`config.mk`:
```
export PLATFORM = sky130hd
export DESIGN_NAME = alu_operand_loader_flat
export DESIGN_NICKNAME = d
export VERILOG_FILES = /design/src/rtl/alu_operand_loader_if.sv /design/src/rtl/alu_operand_loader.sv /design/src/flat_wrapper.sv
export SDC_FILE = /design/constraint.sdc
export NUM_CORES = 1
export LEC_CHECK = 0
export ABC_AREA = 0
export BUFFER_PORTS_ARGS = -buffer_cell sky130_fd_sc_hd__buf_2
export CORE_UTILIZATION = 40
export CTS_CLUSTER_DIAMETER = 150
export DETAILED_ROUTE_END_ITERATION = 12
export GPL_TIMING_DRIVEN = 0
export HOLD_SLACK_MARGIN = 0.03
export SKIP_LAST_GASP = 1
export SYNTH_ARGS = -nofsm -noshare
export SYNTH_HDL_FRONTEND = slang
export SYNTH_SLANG_ARGS = --single-unit
```
`constraint.sdc`:
```
create_clock -name clk -period 1.2 [get_ports clk]
set_input_delay 0.18 -clock clk [delete_from_list [all_inputs] [get_ports clk]]
set_output_delay 0.18 -clock clk [all_outputs]
set_load 0.05 [all_outputs]
```
`src/rtl/alu_operand_loader_if.sv`:
```
// alu_operand_loader_if: operand-entry bus between the switch/button panel and the loader.
interface alu_operand_loader_if #(
    parameter int WIDTH     = 4,
    parameter int SEL_WIDTH = 4
);
    logic [WIDTH-1:0]     data_in;
    logic                 btn_enter;
    logic                 btn_clear;
    logic [WIDTH-1:0]     a;
    logic [WIDTH-1:0]     b;
    logic [SEL_WIDTH-1:0] sel;
    logic                 operands_valid;
    logic [1:0]           state;

    modport master (
        output data_in, btn_enter, btn_clear,
        input  a, b, sel, operands_valid, state
    );
    modport slave (
        input  data_in, btn_enter, btn_clear,
        output a, b, sel, operands_valid, state
    );
endinterface

```
`src/rtl/alu_operand_loader.sv`:
```
// alu_operand_loader: debounces ENTER/CLEAR and steps a, b, sel into registered ALU operands.
module alu_operand_loader #(
    parameter int WIDTH        = 4,
    parameter int SEL_WIDTH    = 4,
    parameter int DEBOUNCE_CYC = 16
) (
    input logic clk,
    input logic rst,
    alu_operand_loader_if.slave bus
);
    localparam int CW = $clog2(DEBOUNCE_CYC + 1);
    localparam logic [CW-1:0] LAST = CW'(DEBOUNCE_CYC - 1);

    if (SEL_WIDTH > WIDTH) begin : g_bad_sel
        $error("SEL_WIDTH must not exceed WIDTH");
    end
    if (DEBOUNCE_CYC < 1) begin : g_bad_deb
        $error("DEBOUNCE_CYC must be at least 1");
    end

    typedef enum logic [1:0] {LOAD_A, LOAD_B, LOAD_OP, DONE} state_t;

    logic [1:0] raw;
    logic [1:0] pulses;
    state_t     st;

    assign raw = {bus.btn_clear, bus.btn_enter};

    for (genvar i = 0; i < 2; i++) begin : g_btn
        logic [1:0]    sync;
        logic          level;
        logic [CW-1:0] cnt;
        logic          p;
        // Pulse is registered on the same edge the debounced level rises.
        always_ff @(posedge clk or posedge rst) begin
            if (rst) begin
                sync  <= '0;
                level <= 1'b0;
                cnt   <= '0;
                p     <= 1'b0;
            end else begin
                sync <= {sync[0], raw[i]};
                p    <= 1'b0;
                if (sync[1] == level) begin
                    cnt <= '0;
                end else if (cnt == LAST) begin
                    cnt   <= '0;
                    level <= sync[1];
                    p     <= sync[1];
                end else begin
                    cnt <= cnt + 1'b1;
                end
            end
        end
        assign pulses[i] = p;
    end

    always_ff @(posedge clk or posedge rst) begin
        if (rst) begin
            st                 <= LOAD_A;
            bus.a              <= '0;
            bus.b              <= '0;
            bus.sel            <= '0;
            bus.operands_valid <= 1'b0;
        end else begin
            bus.operands_valid <= 1'b0;
            if (pulses[1]) begin
                st      <= LOAD_A;
                bus.a   <= '0;
                bus.b   <= '0;
                bus.sel <= '0;
            end else if (pulses[0]) begin
                case (st)
                    LOAD_A: begin
                        bus.a <= bus.data_in;
                        st    <= LOAD_B;
                    end
                    LOAD_B: begin
                        bus.b <= bus.data_in;
                        st    <= LOAD_OP;
                    end
                    LOAD_OP: begin
                        bus.sel            <= bus.data_in[SEL_WIDTH-1:0];
                        bus.operands_valid <= 1'b1;
                        st                 <= DONE;
                    end
                    DONE: st <= LOAD_A;
                endcase
            end
        end
    end

    assign bus.state = st;
endmodule

```
`src/flat_wrapper.sv`:
```
// flat-port wrapper written by rule: the top's interface ports become plain ports
module alu_operand_loader_flat 
#(
    parameter int WIDTH        = 4,
    parameter int SEL_WIDTH    = 4,
    parameter int DEBOUNCE_CYC = 16
)
  (clk, rst, bus_data_in, bus_btn_enter, bus_btn_clear, bus_a, bus_b, bus_sel, bus_operands_valid, bus_state);
  alu_operand_loader_if #(.WIDTH(WIDTH), .SEL_WIDTH(SEL_WIDTH)) bus_i ();
  input logic clk;
  input logic rst;
  input wire logic [$bits(bus_i.data_in)-1:0] bus_data_in;
  input wire logic [$bits(bus_i.btn_enter)-1:0] bus_btn_enter;
  input wire logic [$bits(bus_i.btn_clear)-1:0] bus_btn_clear;
  output wire logic [$bits(bus_i.a)-1:0] bus_a;
  output wire logic [$bits(bus_i.b)-1:0] bus_b;
  output wire logic [$bits(bus_i.sel)-1:0] bus_sel;
  output wire logic [$bits(bus_i.operands_valid)-1:0] bus_operands_valid;
  output wire logic [$bits(bus_i.state)-1:0] bus_state;
  assign bus_i.data_in = bus_data_in;
  assign bus_i.btn_enter = bus_btn_enter;
  assign bus_i.btn_clear = bus_btn_clear;
  assign bus_a = bus_i.a;
  assign bus_b = bus_i.b;
  assign bus_sel = bus_i.sel;
  assign bus_operands_valid = bus_i.operands_valid;
  assign bus_state = bus_i.state;
  alu_operand_loader #(.WIDTH(WIDTH), .SEL_WIDTH(SEL_WIDTH), .DEBOUNCE_CYC(DEBOUNCE_CYC)) u_core (.clk(clk), .rst(rst), .bus(bus_i));
endmodule
```
==> flow_summary.toml <==
[sta]
fin_tns_setup_ns = -0.02846
slew_headroom = 0.5120
worst_slack_ns = -0.02846
skew_ns = 0.006660
fmax_mhz = 814.0
drv_slew = 0
whs_ns = 0.1337
finalSetupViolations = 1
post-route-min-period_ns = 1.228
hold_viol = 0
rsz0062_at_grt = "yes"
period_share = 1.024
worstMarginPinSlew_ns = 0.7311

[routing]
finalWirelength_um = 2443
wl_met2_um = 1176
first_pass_iters = 4
wl_met3_um = 116
route.detailed.drc = 0
wl_met1_um = 1092
wl_per_cell_um = 11.92
drtIter0Drc = 23
drtAntennaViolNets = 0
routed.top_layer = "met4"
vias = 990
via_per_inst = 4.829

[layout]
layout_commonest_cell = "dfrtp_1"
final_nets = 173
syn2layout_area_growth_pct = 31.63
utilization = 0.5714
drive_above_1_share = 0.3789
diodes = 0
stdcell_count = 205
fin_area_um2 = 1802
final_cell_mix = "dfrtp_1, buf_2, nand2_1"

[placed_design]
routabilityCongestion = 0.7299
dp_worst_setup_slack_ns = -0.2702
port_buffers = 22
dpl.hpwl_um = 1626
placed_area_um2 = 1567
place_inst = 187

[clock_network]
clock_path_buffers = 2
htreeDepth = 2
clkTransAtPathRegs_ns = 0.10
cts.sinks = 33
root_buffer = "clkbuf_4"
cts_tree = "yes"
numCtsBuffers = 5
clk_latency_ns = 0.33

[global_routing]
grt_pass1_wl_um = 3988
grt_max_degree = 34
grt_use_total = 0.1534
grt_pass1_vias = 936
grt_antenna_before_repair = 0
gr-total-overflow = 0

[synth]
ys_seq_elements = 33
synth.yosys.warnings = 0
syn_area_um2 = 1369
synth_area_leaders = "dfrtp_1, nand3_1, nand2_1"
syn_nets = 134
synth.distinct_cells = 27
yosysSeqAreaShare = 0.6033
synth_top_cell_by_area = "dfrtp_1"
syn_avg_cell_area_um2 = 11.31
synth_top_area_share = 0.6033
syn_inst = 121

[status]
violations = "negative setup slack"
status = "finished with violations"

[setup_path]
cp.required_ns = 1.42
arrival_ns = 1.45
crit_path_end_kind = "flip-flop"
crit_path_start_kind = "flip-flop"
critPathKind = "reg2reg"
critPathMaxFanout = 3

[floorplan]
die-area_um2 = 3660
dieWidth_um = 60.50
start_util = 0.4341
fp.coreArea_um2 = 3153
die_h_um = 60.50
io_pins = 23
rows = 20

[power]
p_per_area_nw_per_um2 = 1043
power_mw = 1.880
irDropWorstVdd_v = 0.0008245
leakage_nw = 0.8107

[job]
max-cap-violations = 0

[min_path]
hp-class = "in2reg"
[worst max-delay path, cell delays in order (launching register included)]
cell	delay (ns)
dfrtp_1	0.42
ha_4	0.18
nand3_4	0.10
nor2_4	0.11
mux2_1	0.32
[final timing paths]
path,startpoint,slack (ns),to,cells after the start
max in group asynchronous,rst,0.14,u_core.bus.state[1]$_DFFE_PP0P_,4
max reg2reg,u_core.g_btn[0].cnt[0]$_DFF_PP0_,-0.03,u_core.g_btn[0].level$_DFFE_PP0P_,4
min reg2reg,u_core.g_btn[0].sync[0]$_DFF_PP0_,0.36,u_core.g_btn[0].sync[1]$_DFF_PP0_,0
min,bus_data_in[0],0.13,u_core.bus.a[0]$_DFFE_PP0P_,3
max,u_core.g_btn[0].cnt[0]$_DFF_PP0_,-0.03,u_core.g_btn[0].level$_DFFE_PP0P_,4
min in group asynchronous,rst,0.52,u_core.g_btn[0].cnt[4]$_DFF_PP0_,3
[power by group]
| part | internal (mW) | switching, mW | total [mW] |
|---|---|---|---|
| sequential | 1.14 | 0.0273 | 1.16 |
| combinational | 0.0688 | 0.0670 | 0.136 |
| clock | 0.223 | 0.356 | 0.579 |
| total | 1.43 | 0.451 | 1.88 |
[state kept, by name, summed over array words and instances (netlist names)]
name                       flops
u_core.g_btn.cnt              10
u_core.bus.a                   4
u_core.bus.b                   4
u_core.bus.sel                 4
u_core.g_btn.sync              4
u_core.bus.state               2
u_core.g_btn.level             2
u_core.g_btn.p                 2
u_core.bus.operands_valid      1
[repair_timing]
action / in CTS / in global routing
hold buffers: 2 / 1
setup buffers: 5 / 1
cloned: 0 / 0
pin swaps: 2 / 3
endpoints found under the setup margin: 3 / 12
resized for setup: 5 / 11
endpoints found under the hold margin: 2 / 17
[cell usage after synthesis]
master,n
a21oi_1,12
xnor2_1,2
a31oi_1,1
buf_6,1
nand3_2,2
nor2_2,1
a211oi_1,1
nor2_1,9
mux2_1,2
xor2_1,3
nor4b_2,2
nand2b_1,2
buf_2,1
and3_2,1
nor3_1,1
nand2_1,17
o21ai_2,1
ha_1,5
dfrtp_1,33
nand3_1,14
inv_1,4
mux2i_1,1
and2_2,1
nand4b_1,1
nor2_4,1
buf_4,1
nor2b_1,1
[area by class of cell]
| cell class | instances | area (um2) |
|---|---|---|
| well taps | 44 | 55.05 |
| plain buffers | 3 | 23.77 |
| clock buffers | 6 | 41.29 |
| inverters | 4 | 15.01 |
| multi-input cells | 81 | 604.3 |
| fillers | 294 | 1351 |
| repair buffers | 32 | 224.0 |
| flip-flops and latches | 33 | 828.3 |
| clock inverters | 2 | 10.01 |
[kinds of logic after synthesis]
kind of cell,count (synthesis),synth area share
AOI/OAI and AO/OA,15,0.06034
xor gates and xnor gates,5,0.03200
adders and majority gates,5,0.04570
buffers and inverters,7,0.02833
DFF,33,0.6033
muxes,3,0.02377
and+or+nand+nor,53,0.2066
[per-layer routing]
metal,vias up,global-route usage
met5,-,0
met4,0,0.08442
met3,8,0.06823
met2,22,0.2308
met1,476,0.1844
li1,484,-
No activity file was read; power rests on OpenSTA's default activity.
